## src/rtl/fb_arb_pkg.sv

```systemverilog
// fb_arb_pkg: shared widths, owner tag type and small helpers for the
// framebuffer port arbiter.
package fb_arb_pkg;

    localparam int unsigned DEF_ADDR_W   = 32'd15;
    localparam int unsigned DEF_DATA_W   = 32'd14;
    localparam int unsigned STARVE_CNT_W = 32'd4;
    localparam int unsigned STATS_W      = 32'd16;
    localparam int unsigned WAIT_W       = 32'd4;

    // Who owns the read data returning from the RAM two cycles after a grant.
    typedef enum logic [1:0] {
        OWN_NONE   = 2'd0,
        OWN_VGA    = 2'd1,
        OWN_CPU_RD = 2'd2
    } owner_t;

    // Tag launched with an access: CPU writes return nothing, so they carry OWN_NONE.
    function automatic owner_t grant_tag(input logic vga_gnt,
                                         input logic cpu_gnt,
                                         input logic cpu_we);
        owner_t tag;
        if (vga_gnt) begin
            tag = OWN_VGA;
        end else if (cpu_gnt && !cpu_we) begin
            tag = OWN_CPU_RD;
        end else begin
            tag = OWN_NONE;
        end
        return tag;
    endfunction

endpackage

```

## src/rtl/fb_port_arbiter_if.sv

```systemverilog
// fb_port_arbiter_if: requester, return-data and RAM-side signals of the
// framebuffer port arbiter. slave = arbiter side, master = surroundings.
interface fb_port_arbiter_if #(
    parameter int unsigned ADDR_W = fb_arb_pkg::DEF_ADDR_W,
    parameter int unsigned DATA_W = fb_arb_pkg::DEF_DATA_W
);
    logic              vga_req;
    logic [ADDR_W-1:0] vga_addr;
    logic              vga_gnt;
    logic              vga_rvalid;
    logic [DATA_W-1:0] vga_rdata;

    logic              cpu_req;
    logic              cpu_we;
    logic [ADDR_W-1:0] cpu_addr;
    logic [DATA_W-1:0] cpu_wdata;
    logic              cpu_gnt;
    logic              cpu_rvalid;
    logic [DATA_W-1:0] cpu_rdata;

    logic              mem_en;
    logic              mem_we;
    logic [ADDR_W-1:0] mem_addr;
    logic [DATA_W-1:0] mem_wdata;
    logic [DATA_W-1:0] mem_rdata;

    logic              starve_force;

    modport slave (
        input  vga_req, vga_addr, cpu_req, cpu_we, cpu_addr, cpu_wdata, mem_rdata,
        output vga_gnt, vga_rvalid, vga_rdata, cpu_gnt, cpu_rvalid, cpu_rdata,
               mem_en, mem_we, mem_addr, mem_wdata, starve_force
    );

    modport master (
        output vga_req, vga_addr, cpu_req, cpu_we, cpu_addr, cpu_wdata, mem_rdata,
        input  vga_gnt, vga_rvalid, vga_rdata, cpu_gnt, cpu_rvalid, cpu_rdata,
               mem_en, mem_we, mem_addr, mem_wdata, starve_force
    );
endinterface

```

## src/rtl/fb_arb_ret_pipe.sv

```systemverilog
// fb_arb_ret_pipe: two-stage owner tag pipeline matching the grant -> mem_* ->
// RAM read latency; steers mem_rdata to the owning requester.
module fb_arb_ret_pipe
    import fb_arb_pkg::*;
#(
    parameter int unsigned DATA_W = DEF_DATA_W
) (
    input  logic              clk,
    input  logic              reset,
    input  owner_t            issue_tag,
    input  logic [DATA_W-1:0] mem_rdata,
    output logic              vga_rvalid,
    output logic [DATA_W-1:0] vga_rdata,
    output logic              cpu_rvalid,
    output logic [DATA_W-1:0] cpu_rdata
);

    owner_t tag_s1_r;
    owner_t tag_s2_r;

    // Shift the owner tag along with the access; reset flushes anything in flight.
    always_ff @(posedge clk) begin
        if (reset) begin
            tag_s1_r <= OWN_NONE;
            tag_s2_r <= OWN_NONE;
        end else begin
            tag_s1_r <= issue_tag;
            tag_s2_r <= tag_s1_r;
        end
    end

    // Raise only the owner's rvalid; non-owner data is held at zero, and nothing
    // is returned while reset is asserted.
    always_comb begin
        vga_rvalid = 1'b0;
        cpu_rvalid = 1'b0;
        vga_rdata  = {DATA_W{1'b0}};
        cpu_rdata  = {DATA_W{1'b0}};
        if (reset) begin
            vga_rvalid = 1'b0;
        end else begin
            case (tag_s2_r)
                OWN_VGA: begin
                    vga_rvalid = 1'b1;
                    vga_rdata  = mem_rdata;
                end
                OWN_CPU_RD: begin
                    cpu_rvalid = 1'b1;
                    cpu_rdata  = mem_rdata;
                end
                default: begin
                    vga_rvalid = 1'b0;
                end
            endcase
        end
    end

endmodule

```

## src/rtl/fb_port_arbiter.sv

```systemverilog
// fb_port_arbiter: shares the single-port framebuffer RAM between the VGA
// prefetcher (priority) and the CPU port, with a starvation counter that forces
// a CPU slot after STARVE_LIMIT (1..15) consecutive VGA wins under contention.
// Define FB_ARB_STATS_EN to add the CPU wait / preemption statistics outputs.
module fb_port_arbiter
    import fb_arb_pkg::*;
#(
    parameter int unsigned ADDR_W       = DEF_ADDR_W,
    parameter int unsigned DATA_W       = DEF_DATA_W,
    parameter int unsigned STARVE_LIMIT = 32'd4
) (
    input  logic               clk,
    input  logic               reset,
    fb_port_arbiter_if.slave   bus
`ifdef FB_ARB_STATS_EN
    ,
    output logic [STATS_W-1:0] cpu_wait_cycles,
    output logic [STATS_W-1:0] vga_preempt_cnt,
    output logic [WAIT_W-1:0]  max_cpu_wait
`endif
);

    localparam logic [STARVE_CNT_W-1:0] LIMIT_C    = STARVE_CNT_W'(STARVE_LIMIT);
    localparam logic [STARVE_CNT_W-1:0] CNT_ZERO_C = {STARVE_CNT_W{1'b0}};
    localparam logic [STARVE_CNT_W-1:0] CNT_ONE_C  = {{(STARVE_CNT_W-1){1'b0}}, 1'b1};

    logic [STARVE_CNT_W-1:0] starve_cnt_r;
    logic [STARVE_CNT_W-1:0] starve_cnt_nxt_s;
    logic                    vga_gnt_s;
    logic                    cpu_gnt_s;
    logic                    force_s;
    owner_t                  issue_tag_s;

    logic                    mem_en_r;
    logic                    mem_we_r;
    logic [ADDR_W-1:0]       mem_addr_r;
    logic [DATA_W-1:0]       mem_wdata_r;

    logic                    vga_rvalid_s;
    logic                    cpu_rvalid_s;
    logic [DATA_W-1:0]       vga_rdata_s;
    logic [DATA_W-1:0]       cpu_rdata_s;

    // Starvation counter register.
    always_ff @(posedge clk) begin
        if (reset) begin
            starve_cnt_r <= CNT_ZERO_C;
        end else begin
            starve_cnt_r <= starve_cnt_nxt_s;
        end
    end

    // Grant decision: VGA wins contention until the counter reaches the limit,
    // then the CPU is forced in. The counter only grows while the CPU is waiting
    // behind VGA, so it saturates at the limit and never wraps.
    always_comb begin
        vga_gnt_s        = 1'b0;
        cpu_gnt_s        = 1'b0;
        force_s          = 1'b0;
        starve_cnt_nxt_s = CNT_ZERO_C;
        if (reset) begin
            starve_cnt_nxt_s = CNT_ZERO_C;
        end else if (bus.vga_req && bus.cpu_req) begin
            if (starve_cnt_r >= LIMIT_C) begin
                cpu_gnt_s        = 1'b1;
                force_s          = 1'b1;
                starve_cnt_nxt_s = CNT_ZERO_C;
            end else begin
                vga_gnt_s        = 1'b1;
                starve_cnt_nxt_s = starve_cnt_r + CNT_ONE_C;
            end
        end else if (bus.vga_req) begin
            vga_gnt_s        = 1'b1;
            starve_cnt_nxt_s = CNT_ZERO_C;
        end else if (bus.cpu_req) begin
            cpu_gnt_s        = 1'b1;
            starve_cnt_nxt_s = CNT_ZERO_C;
        end else begin
            starve_cnt_nxt_s = CNT_ZERO_C;
        end
    end

    // Tag that travels with this cycle's access to the return pipeline.
    always_comb begin
        issue_tag_s = grant_tag(vga_gnt_s, cpu_gnt_s, bus.cpu_we);
    end

    // Register the granted access onto the RAM port; idle cycles drop mem_en.
    always_ff @(posedge clk) begin
        if (reset) begin
            mem_en_r    <= 1'b0;
            mem_we_r    <= 1'b0;
            mem_addr_r  <= {ADDR_W{1'b0}};
            mem_wdata_r <= {DATA_W{1'b0}};
        end else begin
            mem_en_r <= vga_gnt_s | cpu_gnt_s;
            mem_we_r <= cpu_gnt_s & bus.cpu_we;
            if (vga_gnt_s) begin
                mem_addr_r  <= bus.vga_addr;
                mem_wdata_r <= {DATA_W{1'b0}};
            end else if (cpu_gnt_s) begin
                mem_addr_r  <= bus.cpu_addr;
                mem_wdata_r <= bus.cpu_wdata;
            end else begin
                mem_addr_r  <= {ADDR_W{1'b0}};
                mem_wdata_r <= {DATA_W{1'b0}};
            end
        end
    end

    fb_arb_ret_pipe #(
        .DATA_W (DATA_W)
    ) u_ret_pipe (
        .clk        (clk),
        .reset      (reset),
        .issue_tag  (issue_tag_s),
        .mem_rdata  (bus.mem_rdata),
        .vga_rvalid (vga_rvalid_s),
        .vga_rdata  (vga_rdata_s),
        .cpu_rvalid (cpu_rvalid_s),
        .cpu_rdata  (cpu_rdata_s)
    );

    assign bus.vga_gnt      = vga_gnt_s;
    assign bus.cpu_gnt      = cpu_gnt_s;
    assign bus.starve_force = force_s;
    assign bus.mem_en       = mem_en_r;
    assign bus.mem_we       = mem_we_r;
    assign bus.mem_addr     = mem_addr_r;
    assign bus.mem_wdata    = mem_wdata_r;
    assign bus.vga_rvalid   = vga_rvalid_s;
    assign bus.vga_rdata    = vga_rdata_s;
    assign bus.cpu_rvalid   = cpu_rvalid_s;
    assign bus.cpu_rdata    = cpu_rdata_s;

`ifdef FB_ARB_STATS_EN
    function automatic logic [STATS_W-1:0] sat_inc_stat(input logic [STATS_W-1:0] v);
        return (v == {STATS_W{1'b1}}) ? v : v + {{(STATS_W-1){1'b0}}, 1'b1};
    endfunction

    function automatic logic [WAIT_W-1:0] sat_inc_wait(input logic [WAIT_W-1:0] v);
        return (v == {WAIT_W{1'b1}}) ? v : v + {{(WAIT_W-1){1'b0}}, 1'b1};
    endfunction

    logic [STATS_W-1:0] wait_tot_r;
    logic [STATS_W-1:0] preempt_r;
    logic [WAIT_W-1:0]  wait_run_r;
    logic [WAIT_W-1:0]  wait_max_r;
    logic [WAIT_W-1:0]  wait_run_nxt_s;
    logic               cpu_waiting_s;

    // Length of the CPU's current unbroken wait, including this cycle.
    always_comb begin
        cpu_waiting_s  = bus.cpu_req & ~cpu_gnt_s;
        wait_run_nxt_s = {WAIT_W{1'b0}};
        if (cpu_waiting_s) begin
            wait_run_nxt_s = sat_inc_wait(wait_run_r);
        end else begin
            wait_run_nxt_s = {WAIT_W{1'b0}};
        end
    end

    // Saturating statistics counters.
    always_ff @(posedge clk) begin
        if (reset) begin
            wait_tot_r <= {STATS_W{1'b0}};
            preempt_r  <= {STATS_W{1'b0}};
            wait_run_r <= {WAIT_W{1'b0}};
            wait_max_r <= {WAIT_W{1'b0}};
        end else begin
            wait_run_r <= wait_run_nxt_s;
            if (cpu_waiting_s) begin
                wait_tot_r <= sat_inc_stat(wait_tot_r);
            end
            if (force_s) begin
                preempt_r <= sat_inc_stat(preempt_r);
            end
            if (wait_run_nxt_s > wait_max_r) begin
                wait_max_r <= wait_run_nxt_s;
            end
        end
    end

    assign cpu_wait_cycles = wait_tot_r;
    assign vga_preempt_cnt = preempt_r;
    assign max_cpu_wait    = wait_max_r;
`endif

endmodule

```

## src/flat_wrapper.sv

```systemverilog
// flat-port wrapper written by rule: the top's interface ports become plain ports
module fb_port_arbiter_flat import fb_arb_pkg::*;
#(
    parameter int unsigned ADDR_W       = DEF_ADDR_W,
    parameter int unsigned DATA_W       = DEF_DATA_W,
    parameter int unsigned STARVE_LIMIT = 32'd4
)
  (clk, reset, bus_vga_req, bus_vga_addr, bus_cpu_req, bus_cpu_we, bus_cpu_addr, bus_cpu_wdata, bus_mem_rdata, bus_vga_gnt, bus_vga_rvalid, bus_vga_rdata, bus_cpu_gnt, bus_cpu_rvalid, bus_cpu_rdata, bus_mem_en, bus_mem_we, bus_mem_addr, bus_mem_wdata, bus_starve_force);
  fb_port_arbiter_if #(.ADDR_W(ADDR_W), .DATA_W(DATA_W)) bus_i ();
  input  logic clk;
  input  logic reset;
  input wire logic [$bits(bus_i.vga_req)-1:0] bus_vga_req;
  input wire logic [$bits(bus_i.vga_addr)-1:0] bus_vga_addr;
  input wire logic [$bits(bus_i.cpu_req)-1:0] bus_cpu_req;
  input wire logic [$bits(bus_i.cpu_we)-1:0] bus_cpu_we;
  input wire logic [$bits(bus_i.cpu_addr)-1:0] bus_cpu_addr;
  input wire logic [$bits(bus_i.cpu_wdata)-1:0] bus_cpu_wdata;
  input wire logic [$bits(bus_i.mem_rdata)-1:0] bus_mem_rdata;
  output wire logic [$bits(bus_i.vga_gnt)-1:0] bus_vga_gnt;
  output wire logic [$bits(bus_i.vga_rvalid)-1:0] bus_vga_rvalid;
  output wire logic [$bits(bus_i.vga_rdata)-1:0] bus_vga_rdata;
  output wire logic [$bits(bus_i.cpu_gnt)-1:0] bus_cpu_gnt;
  output wire logic [$bits(bus_i.cpu_rvalid)-1:0] bus_cpu_rvalid;
  output wire logic [$bits(bus_i.cpu_rdata)-1:0] bus_cpu_rdata;
  output wire logic [$bits(bus_i.mem_en)-1:0] bus_mem_en;
  output wire logic [$bits(bus_i.mem_we)-1:0] bus_mem_we;
  output wire logic [$bits(bus_i.mem_addr)-1:0] bus_mem_addr;
  output wire logic [$bits(bus_i.mem_wdata)-1:0] bus_mem_wdata;
  output wire logic [$bits(bus_i.starve_force)-1:0] bus_starve_force;
  assign bus_i.vga_req = bus_vga_req;
  assign bus_i.vga_addr = bus_vga_addr;
  assign bus_i.cpu_req = bus_cpu_req;
  assign bus_i.cpu_we = bus_cpu_we;
  assign bus_i.cpu_addr = bus_cpu_addr;
  assign bus_i.cpu_wdata = bus_cpu_wdata;
  assign bus_i.mem_rdata = bus_mem_rdata;
  assign bus_vga_gnt = bus_i.vga_gnt;
  assign bus_vga_rvalid = bus_i.vga_rvalid;
  assign bus_vga_rdata = bus_i.vga_rdata;
  assign bus_cpu_gnt = bus_i.cpu_gnt;
  assign bus_cpu_rvalid = bus_i.cpu_rvalid;
  assign bus_cpu_rdata = bus_i.cpu_rdata;
  assign bus_mem_en = bus_i.mem_en;
  assign bus_mem_we = bus_i.mem_we;
  assign bus_mem_addr = bus_i.mem_addr;
  assign bus_mem_wdata = bus_i.mem_wdata;
  assign bus_starve_force = bus_i.starve_force;
  fb_port_arbiter #(.ADDR_W(ADDR_W), .DATA_W(DATA_W), .STARVE_LIMIT(STARVE_LIMIT)) u_core (.clk(clk), .reset(reset), .bus(bus_i));
endmodule
```

## config.mk

```make
export PLATFORM = sky130hd
export DESIGN_NAME = fb_port_arbiter_flat
export DESIGN_NICKNAME = d
export VERILOG_FILES = /design/src/rtl/fb_arb_pkg.sv /design/src/rtl/fb_port_arbiter_if.sv /design/src/rtl/fb_arb_ret_pipe.sv /design/src/rtl/fb_port_arbiter.sv /design/src/flat_wrapper.sv
export SDC_FILE = /design/constraint.sdc
export NUM_CORES = 1
export LEC_CHECK = 0
export ABC_AREA = 1
export BUFFER_PORTS_ARGS = -buffer_cell sky130_fd_sc_hd__buf_2
export CAP_MARGIN = 20
export CORE_MARGIN = 4
export CORE_UTILIZATION = 30
export CTS_CLUSTER_DIAMETER = 60
export DETAILED_ROUTE_END_ITERATION = 10
export GPL_TIMING_DRIVEN = 0
export PLACE_DENSITY = 0.69
export SLEW_MARGIN = 30
export SYNTH_ARGS = -nofsm -noshare
export SYNTH_HDL_FRONTEND = slang
export SYNTH_SLANG_ARGS = --single-unit
```

## constraint.sdc

```tcl
create_clock -name clk -period 2.3 [get_ports clk]
set_clock_uncertainty 0.1 [all_clocks]
set_input_delay 0.69 -clock clk [delete_from_list [all_inputs] [get_ports clk]]
set_output_delay 0.69 -clock clk [all_outputs]
set_load 0.005 [all_outputs]
```

# Word-level counts from Yosys, hierarchy flattened
# Index checks and enable logic that the tools add are counted.
totals:
  out_inout_bits: 64
  mem_bits_ro: 0
  word_cells: 45
  mem_count: 0
  ff_bits: 39
  mem_bits_rw: 0
  inputBits: 63
  latch_bits: 0
op_classes:
  bitwise_logic: 4
  n_shift: 0
  eq_ne: 2
  addsub: 1
  n_reduce_logical: 6
  mul: 0
  muxes: 23
  n_lt_le_gt_ge: 1
  div: 0
op_table:
  columns: ["operator", "n"]
  rows:
  - ["$mux W14", 4]
  - ["$mux W15", 2]
  - ["$mux W1", 16]
  - ["$reduce_or A3 Y1", 2]
  - ["$add A4 B1 Y4 const B", 1]
  - ["$ge A4 B3 Y1 const B", 1]
  - ["$eq A2 B1 Y1 const B", 1]
  - ["$eq A2 B2 Y1 const B", 1]
  - ["$logic_and A1 B1 Y1", 2]
  - ["$mux W2", 1]
  - ["$not A1 Y1", 2]
  - ["$reduce_or A2 Y1", 1]
  - ["$and A1 B1 Y1", 1]
  - ["$logic_not A1 Y1", 1]
  - ["$or A1 B1 Y1", 1]

# Depth between registers and ports, before layout
# Gate-level depths: netlist of the first run.
logic_depth:
  word_depth: 7
  depth_mapped: 5
  ltp_nobuf: 4

# By module
# From an unflattened synthesis of the first run, not the netlist that was laid out.
hier_totals:
  hier_cells: 220
  hier_area_um2: 1774.2
modules_own_cells:
  columns: ["module", "cells_each", "area_per_inst_um2", "seq_area_each_um2", "instances"]
  rows:
  - ["fb_port_arbiter", 138, 1233.7, 700.7, 1]
  - ["fb_arb_ret_pipe", 82, 540.5, 80.1, 1]

# Worst setup path before layout of the first run
# Ideal clock, no wire load.
synth_path:
  kind: "input to output"
  start: "input port reset"
  end: "output port bus_cpu_rdata[10]"
  slack_ps: 163
  t_required_ps: 1510
  t_arrival_ps: 1347
  path_stages: 5
  cell_sequence: "buf_4 > inv_2 > nand2_1 > buf_2 > nor2_1"
synth_via:
  elab_chain_len: 1
synth_lines:
  columns: ["item", "line", "source"]
  rows:
  - ["start: declaration", "flat_wrapper.sv:11", "input logic reset;"]
  - ["$mux W14", "fb_arb_ret_pipe.sv:39", "if (reset) begin"]
  - ["end: declaration", "flat_wrapper.sv:24", "output wire logic [$bits(bus_i.cpu_rdata)-1:0] bus_cpu_rdata;"]
# No other way between the ends.

# Worst setup path after layout of the first run
layout_path:
  start: "input port reset"
  end: "output port bus_cpu_rdata[4]"
# The elaborated chain is that of the path after synthesis.

==> parameters.txt, run 1 <==
Parameter                              Value

Run status
  Run status    finished clean

Drt
  Detailed-route via count    1665
  Final WL    4.56 mm
  Residual DRC    0
  Via density    4.16
  Number of nets with antenna violations after detailed routing    0
  First drt pass iteration count    4
  Per-cell routed wire length    approximately 11 um
  Starting DRC count in detailed routing    49

Power
  NetSw    328 uW
  Sequential power share    between 50% and 60%
  P per Cell Area    584 nW/um2
  Clock group share of total power    33.4%
  Share of total power in combinational logic    14.1%
  Peak supply drop    between 0.2 and 0.3 mV
  Proportion of total power due to net switching    24.0%
  Internal    1040 uW
  Static power due to leakage    0.00147 uW

Critical path
  Worst R2R Start    u_core.starve_cnt_r[2]$_SDFF_PP0_
  Kind of critical path    input pin to output pin
  Required time reported for the critical path endpoint    1510 ps
  Critical Path Start Type    input pin
  Reg-to-Reg End    u_core.bus.mem_en$_SDFF_PP0_
  CP Max Fanout    10
  Internal reg-to-reg setup slack    between 1000 and 1500 ps
  Number of cells traversed by the worst register-to-register path    5
  Critical Path AT    1440 ps
  Kind of end point of the critical path    output pin

Hold path
  Endpoint, Worst Hold    u_core.u_ret_pipe.tag_s2_r[0]$_SDFF_PP0_
  Hold Startpoint    u_core.u_ret_pipe.tag_s1_r[0]$_SDFF_PP0_
  Hold WC Path Type    flip-flop to flip-flop
  Worst Hold Depth    2

GRT
  Wire length of the first global-routing pass    ~7 mm
  Largest net degree at the start of global routing    12
  Most crowded layer after global routing    met2
  Tot GR Track Use    around 14%
  Met1 Resource Use GR    14.7%
  Met2 Use GR    27.2%
  Number of antenna violations at the first check in global routing    0
  Number of global-route vias before repair    ~1600
  GR Overflow Total    0
  Routing usage on met3    under 10%

Timing
  Max-slew violation count    0
  Final hold viol count    0
  Final worst path period share    97.0%
  Final-report setup violation count    0
  Time the final worst path needs with I/O delays and setup    2230 ps
  Highest attainable clock frequency    448 MHz
  RSZ-0062 raised after global routing    yes

Placed design
  Weighted congestion at the end of routability-driven global placement    0.792
  Inst Count DP    392
  Count of buffers from port buffering    124
  HPWL after detailed placement    3.56 mm

Clock network
  Deepest clock path buffer count    2
  Count of H-tree levels built during CTS    2
  Clock-pin slew on the worst setup and hold paths    roughly 70 ps
  CTS root buf    sky130_fd_sc_hd__clkbuf_8
  CTS sink cnt    39
  Clock tree from TritonCTS    built
  TritonCTS buffer count    5
  Number of hold buffers added after cts    0
  Clock latency on the worst-skew pair    280 ps

Final layout
  NumNets Final    397
  Count of antenna diodes in the layout    0
  Final cell count without fillers    400
  Fraction of the core area covered by cells at the end of the flow    roughly 50%
  Area Growth Syn to Fin    55.1%
  Number of filler cells placed in the layout    513
  Share of final-layout standard cells stronger than drive strength 1    44.7%

Logic synthesis
  Post-synthesis area per instance    between 7 and 8 um2
  Distinct cells, synth    19
  Post-Synthesis Cell Area    1510 um2
  Nets in the synthesized netlist    ~270
  Fraction of the yosys area taken by sequential cells    51.8%
  Share of the synthesized area in the top cell type    51.8%
  Synth Warn #    0
  Cell types occupying the most area after synthesis    sky130_fd_sc_hd__dfxtp_1 52%, sky130_fd_sc_hd__nor2_1 13%, sky130_fd_sc_hd__inv_1 9.7%
  Gate count after technology mapping    201
  Cell type with the highest aggregate area in the netlist    sky130_fd_sc_hd__dfxtp_1
  Post-synthesis sequential element count    39

Floorplanning
  Number of top-level pins    ~130
  Starting Density    31.5%
  Die H    approximately 79 um
  Total die area    6220 um2
  Horiz. Die Dim    78.9 um
  Core box area    4790 um2
  Row count    25

Flow run
  Number of max-capacitance violations reported    0
-- cells by family after synthesis --
kind of cell             count (synthesis)  share of synthesized area (%)
buffers and inverters                   50                           14.1
AND/OR/NAND/NOR                        108                           32.3
adder cells (fa/ha/maj)                  1                          0.830
other                                    1                          0.249
flip-flops                              39                           51.8
AO/OA/AOI/OAI                            2                          0.664
-- worst max path at each step --
| stage | from | endpoint | slack (ps) | cells past startpoint |
|---|---|---|---|---|
| global route | reset | bus_vga_rdata[11] | -1 | 5 |
| floorplan | reset | bus_cpu_rdata[10] | 160 | 5 |
| finish | reset | bus_cpu_rdata[4] | 70 | 6 |
| CTS | reset | bus_vga_rdata[7] | 9 | 6 |
| detailed placement | reset | bus_vga_rdata[7] | -100 | 6 |
| global placement | reset | bus_cpu_rdata[10] | -90 | 6 |
-- cell type report --
class	count	area [um2]	share of cell area [%]
multi-input cells	112	532	22.8
flip-flops and latches	39	781	33.4
clock inverters	1	5.00	0.214
well taps	67	83.8	3.59
plain buffers	9	62.6	2.68
clock buffers	6	82.6	3.53
inverters	40	155	6.64
repair buffers	126	636	27.2
-- registers in the layout (all words and copies together) (netlist names) --
name                        flops
u_core.starve_cnt_r             4
u_core.u_ret_pipe.tag_s1_r      2
u_core.bus.mem_we               1
u_core.u_ret_pipe.tag_s2_r      2
u_core.bus.mem_en               1
u_core.bus.mem_addr            15
u_core.bus.mem_wdata           14
-- Yosys cell counts, drive strengths merged --
master	number
inv	40
nand3	16
clkbuf	1
nor3	1
buf	9
ha	1
o21ai	2
nor2	55
dfxtp	39
nand2	20
conb	1
nand4	16
-- routing by layer --
metal / routed length (um) / vias up
met5: 0 / -
met4: 44 / 0
met3: 513 / 5
met2: 2240 / 83
met1: 1760 / 708
li1: - / 869
-- critical path: stages --
cell and delay [ps]:
sky130_fd_sc_hd__buf_4 160, sky130_fd_sc_hd__inv_6 100, sky130_fd_sc_hd__nand2_2 100, sky130_fd_sc_hd__buf_4 180, sky130_fd_sc_hd__nor2_1 90, sky130_fd_sc_hd__buf_2 120
-- stage by stage --
| step | setup slack (ps) | total power (uW) | setup TNS (ps) | area [um2] | hold WS [ps] |
|---|---|---|---|---|---|
| floorplan | 163 | 814 | 0 | 1510 | 288 |
| global route | -1.25 | 1450 | -1.25 | 2340 | 317 |
| CTS | 9.09 | 1390 | 0 | 2320 | 310 |
| detailed placement | -102 | 920 | -1470 | 2210 | 299 |
| global placement | -90.1 | 915 | -1110 | 2210 | 290 |
| finish | 70.0 | 1370 | 0 | 2340 | 308 |
-- what timing repair did --
| action | in CTS | in global routing |
|---|---|---|
| pin swaps | 1 | 1 |
| gates resized for setup | 5 | 5 |
| setup buffers | 1 | 1 |
| endpoints found under the setup margin | 22 | 21 |
-- power groups by stage --
stage | combinational, uW | sequential (uW) | clock, uW
final | 192 | 718 | 456
after global routing | 218 | 720 | 508
after CTS | 192 | 717 | 477
after detailed placement | 187 | 733 | 0
after global placement | 184 | 732 | 0
after floorplan | 76.1 | 738 | 0
-- cell usage in the layout (no fill, tap or decap), types with 2 or more instances in the layout --
cell,netlist,routed
sky130_fd_sc_hd__nand2_2,0,2
sky130_fd_sc_hd__buf_2,5,126
sky130_fd_sc_hd__nand4_1,16,16
sky130_fd_sc_hd__dfxtp_1,39,39
sky130_fd_sc_hd__nor2_1,54,53
sky130_fd_sc_hd__buf_4,3,6
sky130_fd_sc_hd__nand2_1,19,17
sky130_fd_sc_hd__nand3_1,15,15
sky130_fd_sc_hd__inv_1,39,39
sky130_fd_sc_hd__clkbuf_8,0,6
(Power assumes the default switching activity.)
==> inputs of run 2 (changes only) <==
--- a/config.mk
+++ b/config.mk
@@ -13,7 +13,7 @@
 export CTS_CLUSTER_DIAMETER = 60
 export DETAILED_ROUTE_END_ITERATION = 10
 export GPL_TIMING_DRIVEN = 0
-export PLACE_DENSITY = 0.69
+export PLACE_DENSITY = 0.76
 export SLEW_MARGIN = 30
 export SYNTH_ARGS = -nofsm -noshare
 export SYNTH_HDL_FRONTEND = slang
==> run 2 against run 1 <==
Compared with the run above: non-clock buffer count down 2; final area up 0.64%; clock power up 9.6%; wire length down 0.11%; cell count down 0.25%; power up 3.3%; maximum frequency down 0.27%; hold slack worse by 7.1 ps; critical endpoint is now bus_vga_rdata[9].
==> parameters.txt, run 2 (synthesis results as in run 1) <==
Parameter                              Value

Run status
  Run status    finished clean (unchanged)

Hold path
  Hold WC Path Type    flip-flop to flip-flop (unchanged)
  Hold Startpoint    u_core.u_ret_pipe.tag_s1_r[1]$_SDFF_PP0_ (was u_core.u_ret_pipe.tag_s1_r[0]$_SDFF_PP0_)

Critical path
  Start point of the critical path    reset (unchanged)
  Worst R2R Start    u_core.starve_cnt_r[2]$_SDFF_PP0_ (unchanged)
  Critical Path Slowest Stage Cell    sky130_fd_sc_hd__nand2_2 (was sky130_fd_sc_hd__buf_4)
  Critical Path AT    1450 ps (was 1440 ps)
  Worst path max stage delay    180 ps (about the same)
  Critical Path Start Type    input pin (unchanged)
  Cell breakdown of the critical path    buf_4 -> inv_4 -> nand2_2 -> nor2_1 -> buf_2 (was buf_4 -> inv_6 -> nand2_2 -> buf_4 -> nor2_1 -> buf_2)
  Kind of end point of the critical path    output pin (unchanged)
  Required time reported for the critical path endpoint    1510 ps (about the same)
  CP Max Fanout    15 (was 10)
  Kind of critical path    input pin to output pin (unchanged)

Floorplanning
  Starting Density    31.5% (unchanged)
  Core box area    4790 um2 (unchanged)
  Horiz. Die Dim    78.9 um (unchanged)
  Row count    25 (unchanged)
  Total die area    6220 um2 (unchanged)
  Number of top-level pins    127 (unchanged)
  Die H    78.9 um (unchanged)

Power
  Static power due to leakage    0.00147 uW (about the same)
  Power after layout    1410 uW (was 1370 uW)
  Peak supply drop    0.390 mV (was 0.262 mV)
  P per Cell Area    600 nW/um2 (was 584 nW/um2)

GRT
  GR Overflow Total    0 (unchanged)
  Wire length of the first global-routing pass    7.03 mm (was 7.20 mm)
  Largest net degree at the start of global routing    16 (was 12)
  Number of global-route vias before repair    1623 (was 1587)
  Tot GR Track Use    14.1% (was 14.5%)
  Number of antenna violations at the first check in global routing    0 (unchanged)

Final layout
  Max FFs per register    15 (unchanged)
  Area Growth Syn to Fin    56.1% (was 55.1%)
  Share of final-layout standard cells stronger than drive strength 1    44.6% (was 44.7%)
  Most common cell after layout, fill and taps aside    sky130_fd_sc_hd__buf_2 (unchanged)
  NumNets Final    395 (was 397)
  Final cell count without fillers    399 (was 400)
  Most frequent cells in the layout    125 x sky130_fd_sc_hd__buf_2, 53 x sky130_fd_sc_hd__nor2_1, 39 x sky130_fd_sc_hd__dfxtp_1 (was 126 x sky130_fd_sc_hd__buf_2, 53 x sky130_fd_sc_hd__nor2_1, 39 x sky130_fd_sc_hd__inv_1, 39 x sky130_fd_sc_hd__dfxtp_1, 17 x sky130_fd_sc_hd__nand2_1)
  Count of antenna diodes in the layout    0 (unchanged)

Placed design
  HPWL after detailed placement    3.60 mm (was 3.56 mm)
  Weighted congestion at the end of routability-driven global placement    0.744 (was 0.792)
  Inst Count DP    392 (unchanged)
  Count of buffers from port buffering    124 (unchanged)

Timing
  Final-report setup violation count    0 (unchanged)
  RSZ-0062 raised after global routing    no (was yes)
  Highest attainable clock frequency    447 MHz (was 448 MHz)
  Time the final worst path needs with I/O delays and setup    2240 ps (was 2230 ps)
  Max-slew violation count    0 (unchanged)
  Post-Route Setup TNS    0 ps (unchanged)
  Final worst path period share    97.2% (was 97.0%)
  Final hold viol count    0 (unchanged)
  Hold slack    301 ps (was 308 ps)

Clock network
  Deepest clock path buffer count    2 (unchanged)
  CTS root buf    sky130_fd_sc_hd__clkbuf_8 (unchanged)
  CTS sink cnt    39 (unchanged)
  TritonCTS buffer count    5 (unchanged)
  Clock tree from TritonCTS    built (unchanged)
  Clock-pin slew on the worst setup and hold paths    70 ps (about the same)
  Count of H-tree levels built during CTS    2 (unchanged)
  Clock latency on the worst-skew pair    280 ps (about the same)
  Number of hold buffers added after cts    0 (unchanged)

Drt
  Residual DRC    0 (unchanged)
  First drt pass iteration count    5 (was 4)
  Final WL    4.56 mm (about the same)
  Per-cell routed wire length    11.4 um (about the same)
  Detailed-route via count    1714 (was 1665)
  Number of nets with antenna violations after detailed routing    0 (unchanged)
  Starting DRC count in detailed routing    80 (was 49)
  Via density    4.30 (was 4.16)

Flow run
  Number of max-capacitance violations reported    0 (unchanged)
run 2: path summary, 6_finish.rpt:
check / to / slack, ps / depth (start not counted)
max reg2reg: u_core.bus.mem_addr[5]$_SDFF_PP0_ / 1050 / 4
min: u_core.u_ret_pipe.tag_s2_r[1]$_SDFF_PP0_ / 300 / 2
min reg2reg: u_core.u_ret_pipe.tag_s2_r[1]$_SDFF_PP0_ / 300 / 2
max: bus_vga_rdata[9] / 60 / 5
run 2: per-stage QoR:
step | utilization (%) | setup WS (ps) | area [um2]
after floorplan | - | 163 | 1510
after global placement | 46.2 | -101 | 2210
after detailed placement | 46.2 | -113 | 2210
after CTS | 48.7 | -33.7 | 2330
after global routing | 49.2 | 1.10 | 2350
final | 49.2 | 63.9 | 2350
run 2: critical path: cells and delay by family:
| family | cells | cell delay, ps |
|---|---|---|
| buffers and inverters | 3 | 400 |
| AND/OR/NAND/NOR | 2 | 350 |
run 2: cell type report:
type / instances / area (um2)
inverter: 40 / 153
fill: 488 / 2430
multi-input combinational: 112 / 546
timing repair buffer: 125 / 631
buffer: 8 / 58.8
sequential: 39 / 781
tap: 67 / 83.8
clock buffer: 8 / 100
run 2: layer usage:
layer / vias to the layer above / share of wire, % / global-route usage (%)
li1: 867 / - / -
met1: 751 / 36 / 13.0
met2: 91 / 50 / 27.0
met3: 5 / 14 / 7.03
met4: 0 / 0.77 / 4.30
met5: - / 0 / 0
run 2: what timing repair did:
| item | CTS | global route |
|---|---|---|
| pin swaps | 1 | 0 |
| setup buffers | 1 | 0 |
| gates resized for setup | 5 | 7 |
| setup endpoints to repair | 22 | 9 |
run 2: power breakdown:
part	switching [uW]	internal (uW)
Combinational	99.1	94.4
Sequential	8.35	709
Clock	226	274
Total	334	1080
==> inputs of run 3 (changes only) <==
--- a/config.mk
+++ b/config.mk
@@ -13,8 +13,9 @@
 export CTS_CLUSTER_DIAMETER = 60
 export DETAILED_ROUTE_END_ITERATION = 10
 export GPL_TIMING_DRIVEN = 0
-export PLACE_DENSITY = 0.76
+export PLACE_DENSITY = 0.73
 export SLEW_MARGIN = 30
 export SYNTH_ARGS = -nofsm -noshare
 export SYNTH_HDL_FRONTEND = slang
+export SYNTH_HIERARCHICAL = 1
 export SYNTH_SLANG_ARGS = --single-unit
==> run 3 against run 2 <==
Compared with the run above: synthesized cell count up 9.5%; via count up 11%; die area up 16%; hold slack better by 3.9 ps.
==> parameters.txt, run 3 <==
Parameter                              Value

Floorplanning
  Horiz. Die Dim    84.9 um (was 78.9 um)
  Row count    27 (was 25)
  Core box area    5610 um2 (was 4790 um2)
  Starting Density    31.6% (was 31.5%)
  Total die area    7210 um2 (was 6220 um2)
  Die H    84.9 um (was 78.9 um)
  Number of top-level pins    127 (unchanged)

GRT
  Number of antenna violations at the first check in global routing    0 (unchanged)
  Tot GR Track Use    12.8% (was 14.1%)
  Wire length of the first global-routing pass    7.58 mm (was 7.03 mm)
  GR Overflow Total    0 (unchanged)
  Number of global-route vias before repair    1728 (was 1623)
  Largest net degree at the start of global routing    12 (was 16)

Logic synthesis
  Post-Synthesis Cell Area    1770 um2 (was 1510 um2)
  Post-synthesis area per instance    8.06 um2 (was 7.49 um2)
  Distinct cells, synth    23 (was 19)
  Fraction of the yosys area taken by sequential cells    44.0% (was 51.8%)
  Nets in the synthesized netlist    284 (was 265)
  Async set-or-reset flop fraction in the synthesized netlist    0% (unchanged)
  Main flop type after synthesis    sky130_fd_sc_hd__dfxtp_1 (unchanged)
  Cell type with the highest aggregate area in the netlist    sky130_fd_sc_hd__dfxtp_1 (unchanged)
  Number of flops mapped to enable cells by yosys    0 (unchanged)
  Share of the synthesized area in the top cell type    44.0% (was 51.8%)
  Gate count after technology mapping    220 (was 201)
  Commonest cells post-synth    55 x sky130_fd_sc_hd__nand3_1, 45 x sky130_fd_sc_hd__nor2_1, 39 x sky130_fd_sc_hd__dfxtp_1 (was 54 x sky130_fd_sc_hd__nor2_1, 39 x sky130_fd_sc_hd__dfxtp_1, 39 x sky130_fd_sc_hd__inv_1)
  Synth Warn #    6 (was 0)
  Post-synthesis sequential element count    39 (unchanged)
  Cell types occupying the most area after synthesis    sky130_fd_sc_hd__dfxtp_1 44%, sky130_fd_sc_hd__nand3_1 16%, sky130_fd_sc_hd__nor2_1 9.5% (was sky130_fd_sc_hd__dfxtp_1 52%, sky130_fd_sc_hd__nor2_1 13%, sky130_fd_sc_hd__inv_1 9.7%)
  Library cell with the highest instance count after synthesis    sky130_fd_sc_hd__nand3_1 (was sky130_fd_sc_hd__nor2_1)

Power
  Peak supply drop    0.293 mV (was 0.390 mV)
  P per Cell Area    515 nW/um2 (was 600 nW/um2)
  Static power due to leakage    0.00149 uW (was 0.00147 uW)

Clock network
  Deepest clock path buffer count    2 (unchanged)
  Clock latency on the worst-skew pair    280 ps (about the same)
  CTS sink cnt    39 (unchanged)
  TritonCTS buffer count    5 (unchanged)
  CTS root buf    sky130_fd_sc_hd__clkbuf_8 (unchanged)
  Count of H-tree levels built during CTS    2 (unchanged)
  Clock tree from TritonCTS    built (unchanged)
  Clock-pin slew on the worst setup and hold paths    70 ps (about the same)

Critical path
  Combined buffer and inverter count along the critical path    4 (was 3)
  Critical Path AT    1440 ps (was 1450 ps)
  Number of cells traversed by the worst register-to-register path    7 (was 4)
  Worst setup path endpoint    bus_vga_rdata[5] (was bus_vga_rdata[9])
  Worst R2R Start    u_core/starve_cnt_r[2]$_SDFF_PP0_ (was u_core.starve_cnt_r[2]$_SDFF_PP0_)
  Critical Path Slowest Stage Cell    sky130_fd_sc_hd__buf_4 (was sky130_fd_sc_hd__nand2_2)
  Kind of critical path    input pin to output pin (unchanged)
  Internal reg-to-reg setup slack    1050 ps (about the same)
  Cell breakdown of the critical path    buf_2 -> buf_4 -> buf_4 -> nor2_1 -> buf_2 (was buf_4 -> inv_4 -> nand2_2 -> nor2_1 -> buf_2)
  Kind of end point of the critical path    output pin (unchanged)
  Required time reported for the critical path endpoint    1510 ps (about the same)
  Critical Path Start Type    input pin (unchanged)
  Worst path max stage delay    190 ps (was 180 ps)
  CP Max Fanout    10 (was 15)
  Start point of the critical path    reset (unchanged)
  Number of gates on the worst path with buffers counted    5 (unchanged)
  Reg-to-Reg End    u_core/u_ret_pipe/tag_s1_r[1]$_SDFF_PP0_ (was u_core.bus.mem_addr[5]$_SDFF_PP0_)
  Worst path top cell family by delay    buffers and inverters (unchanged)

Final layout
  Final design area excluding fillers    2650 um2 (was 2350 um2)
  Count of antenna diodes in the layout    0 (unchanged)
  Share of final-layout standard cells stronger than drive strength 1    50.0% (was 44.6%)
  Most frequent cells in the layout    127 x sky130_fd_sc_hd__buf_2, 55 x sky130_fd_sc_hd__nand3_1, 42 x sky130_fd_sc_hd__nor2_1 (was 125 x sky130_fd_sc_hd__buf_2, 53 x sky130_fd_sc_hd__nor2_1, 39 x sky130_fd_sc_hd__dfxtp_1)
  Most common cell after layout, fill and taps aside    sky130_fd_sc_hd__buf_2 (unchanged)
  Fraction of the core area covered by cells at the end of the flow    47.2% (was 49.2%)
  NumNets Final    423 (was 395)
  Max FFs per register    15 (unchanged)
  Area Growth Syn to Fin    49.2% (was 56.1%)

Timing
  Max-slew violation count    0 (unchanged)
  Final worst path period share    96.9% (was 97.2%)
  Hold slack    304 ps (was 301 ps)
  Final hold viol count    0 (unchanged)
  Worst Setup Slack, final    71.3 ps (was 63.9 ps)
  Highest attainable clock frequency    449 MHz (was 447 MHz)
  Final-report setup violation count    0 (unchanged)
  Time the final worst path needs with I/O delays and setup    2230 ps (was 2240 ps)
  RSZ-0062 raised after global routing    no (unchanged)

Drt
  First drt pass iteration count    4 (was 5)
  Detailed-route via count    1894 (was 1714)
  Per-cell routed wire length    11.6 um (was 11.4 um)
  Residual DRC    0 (unchanged)
  Via density    4.38 (was 4.30)
  Number of nets with antenna violations after detailed routing    0 (unchanged)
  Final WL    5.02 mm (was 4.56 mm)
  Starting DRC count in detailed routing    40 (was 80)

Flow run
  Number of max-capacitance violations reported    0 (unchanged)

Placed design
  Count of buffers from port buffering    126 (was 124)
  Post-Place Cell Area    2490 um2 (was 2210 um2)
  Setup slack at placement    -62.0 ps (was -113 ps)
  Weighted congestion at the end of routability-driven global placement    0.778 (was 0.744)
  HPWL after detailed placement    3.94 mm (was 3.60 mm)

Hold path
  Hold WC Path Type    flip-flop to flip-flop (unchanged)
  Hold Startpoint    u_core/u_ret_pipe/tag_s1_r[0]$_SDFF_PP0_ (was u_core.u_ret_pipe.tag_s1_r[1]$_SDFF_PP0_)

Run status
  Run status    finished clean (unchanged)
run 3: worst min path at each step:
stage,cells after the start,endpoint
CTS,2,u_core/u_ret_pipe/tag_s2_r[0]$_SDFF_PP0_
global route,2,u_core/u_ret_pipe/tag_s2_r[0]$_SDFF_PP0_
floorplan,2,u_core/u_ret_pipe/tag_s2_r[0]$_SDFF_PP0_
detailed placement,2,u_core/u_ret_pipe/tag_s2_r[0]$_SDFF_PP0_
global placement,2,u_core/u_ret_pipe/tag_s2_r[0]$_SDFF_PP0_
finish,2,u_core/u_ret_pipe/tag_s2_r[0]$_SDFF_PP0_
run 3: area by class of cell:
class | instances | area (um2)
well taps | 72 | 90.1
clock buffers | 7 | 76.3
plain buffers | 15 | 183
inverters | 28 | 120
multi-input cells | 138 | 716
repair buffers | 132 | 676
clock inverters | 1 | 5.00
fillers | 587 | 2960
flip-flops and latches | 39 | 781
run 3: layer usage:
layer | GRT usage (%) | part of all wire (%) | wire length (um)
met1 | 13.9 | 41 | 2040
met2 | 23.4 | 50 | 2490
met3 | 4.17 | 9.0 | 452
met4 | 4.03 | 0.92 | 46
met5 | 0 | 0 | 0
run 3: metrics by stage:
| stage | setup TNS [ps] | total power, uW | cells |
|---|---|---|---|
| floorplan | 0 | 826 | 220 |
| global placement | -685 | 933 | 418 |
| detailed placement | -1120 | 939 | 418 |
| CTS | -1100 | 1370 | 426 |
| global route | 0 | 1430 | 432 |
| finish | 0 | 1360 | 432 |
run 3: power by group:
group | total [uW] | switching, uW | internal, uW
clock network | 430 | 217 | 213
registers | 715 | 8.31 | 706
logic | 219 | 112 | 108
run 3: cells by family after synthesis:
logic type | synth area share, %
flops | 44.0
simple gates | 37.8
compound gates | 0.776
fa+ha+maj | 0.705
other cells | 0.211
buf+inv | 16.5
run 3: repair_timing:
action | 4_1_cts | 5_1_grt
setup endpoints to repair | 28 | 30
cloned | 0 | 0
resized for setup | 0 | 13
hold buffers | 0 | 0
setup buffers | 0 | 6
pin swaps | 0 | 2
run 3: worst register-to-register path: stages (launching register included):
cell	delay [ps]
sky130_fd_sc_hd__dfxtp_1	350
sky130_fd_sc_hd__nor2_2	150
sky130_fd_sc_hd__nand2_2	130
sky130_fd_sc_hd__nand2_4	140
sky130_fd_sc_hd__buf_8	170
sky130_fd_sc_hd__nor2_2	40
sky130_fd_sc_hd__inv_1	40
sky130_fd_sc_hd__nor2_1	30
